## src/rtl/adder_ctrl_pkg.sv

```systemverilog
// Purpose : shared state encoding and sizing helpers for multi-cycle adder controllers.
// Latency : n/a (types and constant functions only).
// Backpressure: n/a.
package adder_ctrl_pkg;

    // Two-bit controller state; the encoding is shared by every adder controller.
    typedef enum logic [1:0] {
        ST_IDLE = 2'd0,
        ST_RUN  = 2'd1,
        ST_DONE = 2'd2
    } ctrl_state_e;

    // Slice counter width: clog2 of the slice count, but never narrower than one bit
    // so a single-slice controller still has a legal counter.
    function automatic int cnt_width(input int words);
        int w;
        w = $clog2(words);
        return (w < 1) ? 1 : w;
    endfunction

endpackage

```

## src/rtl/wide_add_sequencer_slice_shifter.sv

```systemverilog
// Purpose : N-bit register with parallel load and shift-right-by-WIDTH, new slice enters at the top.
// Latency : 1 cycle (registered output).
// Backpressure: none; load has priority over shift, idle when neither is asserted.
//
// Ports:
//   i_clock, i_reset      clock and synchronous active-high reset (clears to zero)
//   i_load, i_load_dat    parallel load of the full N-bit value
//   i_shift, i_shift_in   shift right by WIDTH, i_shift_in becomes the top slice
//   o_q                   low OUT_W bits of the register
module slice_shifter #(
    parameter int N     = 32,
    parameter int WIDTH = 8,
    parameter int OUT_W = N
) (
    input  logic             i_clock,
    input  logic             i_reset,
    input  logic             i_load,
    input  logic [N-1:0]     i_load_dat,
    input  logic             i_shift,
    input  logic [WIDTH-1:0] i_shift_in,
    output logic [OUT_W-1:0] o_q
);

    logic [N-1:0] r_q;
    logic [N-1:0] w_shifted;

    // With a single slice the whole register is replaced by the incoming slice.
    generate
        if (N == WIDTH) begin : g_one_slice
            assign w_shifted = i_shift_in;
        end else begin : g_multi_slice
            assign w_shifted = {i_shift_in, r_q[N-1:WIDTH]};
        end
    endgenerate

    always_ff @(posedge i_clock) begin
        if (i_reset) begin
            r_q <= '0;
        end else if (i_load) begin
            r_q <= i_load_dat;
        end else if (i_shift) begin
            r_q <= w_shifted;
        end
    end

    assign o_q = r_q[OUT_W-1:0];

endmodule

```

## src/rtl/wide_add_sequencer.sv

```systemverilog
// Purpose : WIDTH*WORDS-bit add/subtract by feeding one slice per cycle through an external WIDTH-bit adder.
// Latency : accept in cycle 0, done pulse in cycle WORDS+1, ready again in cycle WORDS+2.
// Backpressure: o_ready is high only in IDLE; i_start while busy is dropped, never queued.
//
// Ports:
//   i_clock, i_reset              clock and synchronous active-high reset
//   i_start, i_sub, i_carry_in    request, subtract select, add carry (all sampled on accept)
//   i_x, i_y                      N-bit operands sampled on accept
//   o_ready, o_done               idle indicator and one-cycle result-valid pulse
//   o_z, o_carry_out              N-bit result and top carry (for subtract 1 = no borrow)
//   o_add_x, o_add_y, o_add_carry_in   registered slice operands to the external adder
//   i_add_z, i_add_carry_out      combinational sum/carry returned by the external adder
module wide_add_sequencer
    import adder_ctrl_pkg::*;
#(
    parameter int WIDTH = 8,
    parameter int WORDS = 4,
    localparam int N    = WIDTH * WORDS
) (
    input  logic             i_clock,
    input  logic             i_reset,
    input  logic             i_start,
    input  logic             i_sub,
    input  logic             i_carry_in,
    input  logic [N-1:0]     i_x,
    input  logic [N-1:0]     i_y,
    output logic             o_ready,
    output logic             o_done,
    output logic [N-1:0]     o_z,
    output logic             o_carry_out,
    output logic [WIDTH-1:0] o_add_x,
    output logic [WIDTH-1:0] o_add_y,
    output logic             o_add_carry_in,
    input  logic [WIDTH-1:0] i_add_z,
    input  logic             i_add_carry_out
);

    localparam int            CW   = cnt_width(WORDS);
    localparam logic [CW-1:0] LAST = CW'(WORDS - 1);

    ctrl_state_e   r_state;
    ctrl_state_e   w_state_nxt;
    logic [CW-1:0] r_cnt;
    logic          r_carry;
    logic          w_accept;
    logic          w_run;
    logic [N-1:0]  w_y_ld;

    assign w_accept = (r_state == ST_IDLE) && i_start;
    assign w_run    = (r_state == ST_RUN);
    // Subtraction is x + ~y + 1: invert B at load and force the initial carry.
    assign w_y_ld   = i_sub ? ~i_y : i_y;

    // ---------------- FSM ----------------
    always_ff @(posedge i_clock) begin
        if (i_reset) begin
            r_state <= ST_IDLE;
        end else begin
            r_state <= w_state_nxt;
        end
    end

    always_comb begin
        w_state_nxt = r_state;
        o_ready     = 1'b0;
        o_done      = 1'b0;
        case (r_state)
            ST_IDLE: begin
                o_ready = 1'b1;
                if (i_start) begin
                    w_state_nxt = ST_RUN;
                end
            end
            ST_RUN: begin
                if (r_cnt == LAST) begin
                    w_state_nxt = ST_DONE;
                end
            end
            ST_DONE: begin
                o_done      = 1'b1;
                w_state_nxt = ST_IDLE;
            end
            default: begin
                w_state_nxt = ST_IDLE;
            end
        endcase
    end

    // ---------------- carry chain and slice counter ----------------
    always_ff @(posedge i_clock) begin
        if (i_reset) begin
            r_carry <= 1'b0;
            r_cnt   <= '0;
        end else if (w_accept) begin
            r_carry <= i_sub | i_carry_in;
            r_cnt   <= '0;
        end else if (w_run) begin
            r_carry <= i_add_carry_out;
            // Hold at the last slice rather than wrapping; the next accept clears it.
            if (r_cnt != LAST) begin
                r_cnt <= r_cnt + CW'(1);
            end
        end
    end

    // ---------------- operand and result registers ----------------
    slice_shifter #(.N(N), .WIDTH(WIDTH), .OUT_W(WIDTH)) u_a (
        .i_clock    (i_clock),
        .i_reset    (i_reset),
        .i_load     (w_accept),
        .i_load_dat (i_x),
        .i_shift    (w_run),
        .i_shift_in ({WIDTH{1'b0}}),
        .o_q        (o_add_x)
    );

    slice_shifter #(.N(N), .WIDTH(WIDTH), .OUT_W(WIDTH)) u_b (
        .i_clock    (i_clock),
        .i_reset    (i_reset),
        .i_load     (w_accept),
        .i_load_dat (w_y_ld),
        .i_shift    (w_run),
        .i_shift_in ({WIDTH{1'b0}}),
        .o_q        (o_add_y)
    );

    // Result fills from the top; after WORDS shifts slice 0 sits in the low bits.
    slice_shifter #(.N(N), .WIDTH(WIDTH), .OUT_W(N)) u_res (
        .i_clock    (i_clock),
        .i_reset    (i_reset),
        .i_load     (1'b0),
        .i_load_dat ({N{1'b0}}),
        .i_shift    (w_run),
        .i_shift_in (i_add_z),
        .o_q        (o_z)
    );

    assign o_add_carry_in = r_carry;
    assign o_carry_out    = r_carry;

endmodule

```

## config.mk

```make
export PLATFORM = sky130hd
export DESIGN_NAME = wide_add_sequencer
export DESIGN_NICKNAME = d
export VERILOG_FILES = /design/src/rtl/adder_ctrl_pkg.sv /design/src/rtl/wide_add_sequencer_slice_shifter.sv /design/src/rtl/wide_add_sequencer.sv
export SDC_FILE = /design/constraint.sdc
export NUM_CORES = 1
export LEC_CHECK = 0
export CAP_MARGIN = 0
export CORE_MARGIN = 5
export CORE_UTILIZATION = 43
export DETAILED_ROUTE_END_ITERATION = 10
export GPL_ROUTABILITY_DRIVEN = 1
export PLACE_DENSITY = 0.77
export SLEW_MARGIN = 10
export SYNTH_ARGS = -nofsm -noshare
export SYNTH_HDL_FRONTEND = slang
export SYNTH_SLANG_ARGS = --single-unit
```

## constraint.sdc

```tcl
create_clock -name i_clock -period 1.4 [get_ports i_clock]
set_input_delay 0.28 -clock i_clock [delete_from_list [all_inputs] [get_ports i_clock]]
set_output_delay 0.28 -clock i_clock [all_outputs]
set_load 0.01 [all_outputs]
```

==> metrics.txt, run 1 <==
result of the run finished, violations left; violations in the final reports setup timing; arrival time at the worst endpoint 1.75 ns; number of nets with antenna violations after routing 0; register area share after synthesis approximately 46%; total die area between 10000 and 15000 µm²; Worst Hold Margin around 0.44 ns; die height 111 µm; crit start category flip-flop; first-pass GRT wire length just under 20000 µm; final worst-path setup slack -0.0568 ns; setup TNS -0.623 ns; DP Area around 5800 µm²; number of fill cells 887; signed area change from the synthesized netlist to the final layout 45.3%; GRT overflow 0; number of cell rows 37; average vias per placed instance 5.09; synth unique cells 33; final instance area ~6400 µm²; internal power 4.60 mW; detailed-placement wirelength estimate just under 8000 µm; pre-CTS worst setup slack -0.528 ns; power spent charging and discharging nets roughly 1.7 mW; worst clock skew ~0.0075 ns; Reg clk slew, reported paths ~0.090 ns; insertion delay to the later sink of the worst-skew pair about 0.35 ns; worst rel slew slack between 60% and 70%; initial antenna violation count 0; horizontal die dimension approximately 110 µm; maximum number of pins on one net before global-route repair 52; global placement routability congestion roughly 0.83; Routed WL per cell around 15 µm; actual slew at the worst max-slew pin 0.562 ns; share of final-layout standard cells stronger than drive strength 1 a little over a fifth; final hold violation count 0; yosys warns 0; Post-Place Cells between 700 and 800; hold-fix buffers at CTS 0; share of power burned in combinational logic 21.0%; type of element capturing the critical path flip-flop; Peak VDD IR 463 µV; final wirelength roughly 12000 µm; Clock Tree Buf Depth 2; number of enable flip-flop cells after synthesis 0; Final setup viols 24; combined area of all synthesized cells between 4000 and 5000 µm²; power consumption 6.32 mW; number of global-route vias before repair between 4000 and 5000; power density relative to cell area around 990 nW/µm²; root buf cell sky130_fd_sc_hd__clkbuf_8; critical-path maximum fanout 6; number of iterations in the first detailed-routing pass 5; switching power share of the total a little over a quarter; Sink Count 101; time the final worst path needs with I/O delays and setup about 1.5 ns; All-Layer GR Usage 18.6%; placeable core region 10200 µm²; post-route insts no fill approximately 780; final core utilization a little over three fifths; maximum clock rate roughly 700 MHz; crit path max-delay cell type sky130_fd_sc_hd__dfxtp_4; RSZ-0062 raised after global routing true; flop and latch count out of synthesis 101; Period Utilization, post-route 104%; most frequent cell on the critical path sky130_fd_sc_hd__buf_6; proportion of power drawn by flip-flops and latches roughly 50%; number of nets in the layout slightly above 700; R2R setup slack -0.06 ns; leakage component of the power ~2.6 nW; DR iter-0 viols 134; net count after synthesis between 500 and 600; final slew viol count 0; cells along the critical path buf_6 > buf_12 > nor3b_4 > buf_6 > buf_12 > buf_6 > a22oi_2 > nor2_1; clock tree from TritonCTS yes; Setup CP Type reg2reg; most instantiated flip-flop cell in the synthesis netlist sky130_fd_sc_hd__dfxtp_1; DRC violations left 0; type of the tightest min-delay check in2reg; via count 3964; cell count after synthesis just over 500; Synth async-reset ratio 0%; Syn Area/Cell roughly 8.6 µm²; data required time of the critical path 1.69 ns; Port-buffer cells between 100 and 150; worst stage delay on the critical path about 0.37 ns; # Max-Cap Violations 0; fraction of power consumed by the clock network 29.1%; IO Count 130; number of buffers created by CTS 9; Initial Util 43.3%; Clock H-tree levels 3; Antenna diodes 0
placed cells by master (no fill, tap or decap), drive strengths merged:
| cell type | instances |
|---|---|
| dfxtp | 101 |
| nand2 | 82 |
| clkdlybuf4s50 | 74 |
| a21oi | 64 |
| nor2 | 62 |
| dlygate4sd2 | 51 |
| buf | 45 |
| xnor2 | 25 |
| a221o | 24 |
| nor3 | 17 |
| or3b | 17 |
| nand2b | 16 |
| clkbuf | 11 |
| a211oi | 9 |
| nand3 | 8 |
| xor2 | 8 |
| a22oi | 8 |
| or4b | 4 |
| clkinvlp | 3 |
| o21ai | 2 |
| nor2b | 2 |
| nor3b | 2 |
| o21ba | 1 |
| o21bai | 1 |
| and2 | 1 |
| mux2i | 1 |
| a22o | 1 |
| ha | 1 |
| bufinv | 1 |
| clkinv | 1 |
sequential cells by signal, indices dropped and copies added (netlist names):
| register | count |
|---|---|
| u_b.r_q | 32 |
| r_state | 2 |
| u_res.o_q | 32 |
| r_cnt | 2 |
| o_add_carry_in | 1 |
| u_a.r_q | 32 |
synthesized netlist by cell type (9+ instances only):
cell type                  count  share of area (%)
sky130_fd_sc_hd__or3b_2       15                3.0
sky130_fd_sc_hd__clkbuf_1     22                1.9
sky130_fd_sc_hd__xnor2_1      25                5.0
sky130_fd_sc_hd__a21oi_1      64                7.3
sky130_fd_sc_hd__buf_2        12                1.4
sky130_fd_sc_hd__dfxtp_1     101                 46
sky130_fd_sc_hd__nor3_1       17                1.9
sky130_fd_sc_hd__a211oi_1      9                1.5
sky130_fd_sc_hd__nor2_1       61                5.2
sky130_fd_sc_hd__nand2b_1     16                2.3
sky130_fd_sc_hd__a221o_2      12                3.1
sky130_fd_sc_hd__nand2_1      82                7.0
sky130_fd_sc_hd__buf_4        20                3.4
sky130_fd_sc_hd__a221o_1      12                2.7
cell families (layout without fill, tap and decap cells):
family / Yosys count / after routing / synth area share [%]
XOR/XNOR: 33 / 33 / 6.55
adder cells (fa/ha/maj): 1 / 1 / 0.283
AO/OA/AOI/OAI: 110 / 110 / 16.8
multiplexers: 1 / 1 / 0.227
buffers and inverters: 63 / 186 / 8.45
AND/OR/NAND/NOR: 207 / 211 / 21.9
flip-flops: 101 / 101 / 45.8
power by group through the flow:
stage / clock, mW / combinational [mW] / sequential, mW
4_1_cts: 1.87 / 1.26 / 3.15
2_1_floorplan: 0 / 0.706 / 3.21
3_5_place_dp: 0 / 1.17 / 3.22
6_report: 1.84 / 1.33 / 3.16
3_3_place_gp: 0 / 1.15 / 3.21
5_1_grt: 2.02 / 1.43 / 3.18
what timing repair did:
action	in CTS	in global routing
endpoints found under the setup margin	115	68
pin swaps	23	21
resized for setup	91	46
cloned	8	0
setup buffers	9	3
worst max-delay path, delay by kind of cell, from the launching register on:
| family | cells | cell delay, ns |
|---|---|---|
| buf+inv | 5 | 0.62 |
| flops | 1 | 0.37 |
| simple gates | 2 | 0.35 |
| compound gates | 1 | 0.05 |
worst paths after layout:
kind / start / endpoint / cells past startpoint
max: r_state[1]$_SDFFE_PP0P_ / u_a.r_q[25]$_SDFFE_PP0P_ / 8
min: i_sub / u_b.r_q[1]$_SDFFE_PP0P_ / 4
max reg2reg: r_state[1]$_SDFFE_PP0P_ / u_a.r_q[25]$_SDFFE_PP0P_ / 8
min reg2reg: u_res.o_q[2]$_SDFFE_PP0P_ / u_res.o_q[2]$_SDFFE_PP0P_ / 2
metal layers:
layer	global-route usage, %	part of all wire (%)	wire length (µm)	vias to the layer above
li1	-	-	-	1987
met1	21.3	41	4870	1851
met2	33.4	52	6250	118
met3	6.39	6.7	802	8
met4	3.89	0.67	81	0
met5	0	0	0	-
layout make-up:
type,count,area [µm²],share of cell area (%)
clock buffer,11,131,2.05
clock inverter,5,61.3,0.956
tap,136,170,2.65
multi-input combinational,356,2270,35.4
timing repair buffer,170,1750,27.3
sequential,101,2030,31.7
Power figures use the tool's default switching activity.
==> run 2, diff against run 1 <==
--- a/config.mk
+++ b/config.mk
@@ -6,10 +6,8 @@
 export NUM_CORES = 1
 export LEC_CHECK = 0
 export CAP_MARGIN = 0
-export CORE_MARGIN = 5
 export CORE_UTILIZATION = 43
 export DETAILED_ROUTE_END_ITERATION = 10
-export GPL_ROUTABILITY_DRIVEN = 1
 export PLACE_DENSITY = 0.77
 export SLEW_MARGIN = 10
 export SYNTH_ARGS = -nofsm -noshare
==> run 2 against run 1 <==
  * The flow still finishes with violations (setup timing)
  * Die area decreased by 14%
  * Combinational power down 4%
  * Power increased by 2.5%
  * Register-to-register slack worse by 0.03 ns
  * Non-clock buffer count is 3 higher
  * Critical path depth shrank 2
  * Count of clock-buffer cells in the layout decreased by 1
  * Critical path type unchanged
  * Largest cell class unchanged
==> metrics.txt, run 2 (synthesis gave the netlist of run 1 again) <==
result of the run finished, violations left (unchanged); violations in the final reports setup timing (unchanged); global placement routability congestion 0.878 (was 0.831); number of nets in the layout 717 (unchanged); All-Layer GR Usage 20.9% (was 18.6%); final wirelength 11500 µm (was 12000 µm); critical-path maximum fanout 5 (was 6); number of nets with antenna violations after routing 0 (unchanged); final hold violation count 0 (unchanged); hold-fix buffers at CTS 0 (unchanged); Clock Tree Buf Depth 2 (unchanged); number of iterations in the first detailed-routing pass 4 (was 5); DP Area 5810 µm² (about the same); most used cells in the layout excluding fill and tap cells sky130_fd_sc_hd__dfxtp_1 (99), sky130_fd_sc_hd__nand2_1 (82), sky130_fd_sc_hd__clkdlybuf4s50_1 (74) (unchanged); Period Utilization, post-route 106% (was 104%); actual slew at the worst max-slew pin 0.609 ns (was 0.562 ns); GRT overflow 0 (unchanged); signed area change from the synthesized netlist to the final layout 43.9% (was 45.3%); DR iter-0 viols 116 (was 134); IO Count 130 (unchanged); via count 3975 (was 3964); time the final worst path needs with I/O delays and setup 1.49 ns (was 1.46 ns); power density relative to cell area 1020 nW/µm² (was 986 nW/µm²); initial antenna violation count 0 (unchanged); post-route insts no fill 775 (was 779); worst clock skew 0.0131 ns (was 0.00752 ns); # Max-Cap Violations 0 (unchanged); maximum number of pins on one net before global-route repair 53 (was 52); Reg clk slew, reported paths 0.10 ns (was 0.09 ns); share of final-layout standard cells stronger than drive strength 1 19.6% (was 21.5%); number of global-route vias before repair 3720 (was 4013); horizontal die dimension 103 µm (was 111 µm); Initial Util 44.7% (was 43.3%); clock tree from TritonCTS yes (unchanged); number of cell rows 36 (was 37); power consumption 6.48 mW (was 6.32 mW); Port-buffer cells 129 (unchanged); maximum clock rate 672 MHz (was 686 MHz); insertion delay to the later sink of the worst-skew pair 0.36 ns (was 0.35 ns); Sink Count 101 (unchanged); DRC violations left 0 (unchanged); Setup CP Type reg2reg (unchanged); Peak VDD IR 858 µV (was 463 µV); Worst Hold Margin 0.460 ns (was 0.443 ns); root buf cell sky130_fd_sc_hd__clkbuf_8 (unchanged); total die area 10700 µm² (was 12400 µm²); leakage component of the power 2.58 nW (was 2.55 nW); final worst-path setup slack -0.0884 ns (was -0.0568 ns); final slew viol count 0 (unchanged); Routed WL per cell 14.8 µm (was 15.4 µm); data required time of the critical path 1.66 ns (was 1.69 ns); arrival time at the worst endpoint 1.75 ns (about the same); leading cell type in the layout, fill and taps excluded sky130_fd_sc_hd__dfxtp_1 (unchanged); number of buffers created by CTS 9 (unchanged); worst rel slew slack 59.4% (was 62.5%); RSZ-0062 raised after global routing true (unchanged); detailed-placement wirelength estimate 7380 µm (was 7800 µm); average vias per placed instance 5.13 (was 5.09); first-pass GRT wire length 17300 µm (was 19200 µm); Antenna diodes 0 (unchanged); type of element capturing the critical path flip-flop (unchanged); final instance area 6350 µm² (was 6410 µm²); placeable core region 9860 µm² (was 10200 µm²); crit start category flip-flop (unchanged); Post-Place Cells 744 (was 745); Final setup viols 32 (was 24); type of the tightest min-delay check in2reg (unchanged); die height 103 µm (was 111 µm); Clock H-tree levels 3 (unchanged)
==> run 2: power breakdown <==
group	internal, mW	switching (mW)
sequential	3.05	0.110
combinational	0.708	0.569
clock	1.05	0.991
total	4.81	1.67
==> run 2: per-layer routing <==
metal / wire length [µm] / part of all wire [%] / global-route usage [%]
met1: 4700 / 41 / 24.0
met2: 5910 / 52 / 37.2
met3: 681 / 5.9 / 6.12
met4: 177 / 1.5 / 7.26
met5: 0 / 0 / 0
==> run 2: cell type report <==
| type | count | area (µm²) |
|---|---|---|
| fill | 819 | 3520 |
| multi-input combinational | 353 | 2190 |
| sequential | 101 | 2030 |
| timing repair buffer | 173 | 1740 |
| tap | 133 | 166 |
| clock buffer | 10 | 138 |
| clock inverter | 5 | 83.8 |
==> run 2: final timing paths <==
kind	endpoint	cells after the start	startpoint	slack [ns]
worst max-delay path	u_b.r_q[18]$_SDFFE_PP0P_	6	r_state[1]$_SDFFE_PP0P_	-0.09
worst min-delay path	u_res.o_q[28]$_SDFFE_PP0P_	3	i_add_z[4]	0.46
worst min register to register	u_res.o_q[0]$_SDFFE_PP0P_	2	u_res.o_q[0]$_SDFFE_PP0P_	0.47
worst max register to register	u_b.r_q[18]$_SDFFE_PP0P_	6	r_state[1]$_SDFFE_PP0P_	-0.09
==> run 2: repair_timing <==
item,in CTS,in global routing
setup buffers,6,10
setup endpoints to repair,149,86
pin swaps,23,18
gates cloned,3,1
resized for setup,81,34
==> run 2: critical path: stages, from the launching register on <==
cell                        delay [ns]
sky130_fd_sc_hd__dfxtp_4          0.37
sky130_fd_sc_hd__buf_12           0.13
sky130_fd_sc_hd__buf_6            0.10
sky130_fd_sc_hd__o21ba_4          0.23
sky130_fd_sc_hd__nor2_4           0.06
sky130_fd_sc_hd__clkbuf_16        0.15
sky130_fd_sc_hd__a221o_2          0.36
==> run 2: stage by stage <==
| step | setup TNS, ns | setup slack, ns | util (%) |
|---|---|---|---|
| final | -1.34 | -0.0884 | 64.4 |
| after global routing | -5.03 | -0.120 | 64.4 |
| after CTS | -2.26 | -0.0667 | 62.4 |
| after detailed placement | -34.49 | -0.514 | 58.9 |
| after global placement | -31.31 | -0.485 | 58.9 |
| after floorplan | -0.444 | -0.0226 | - |
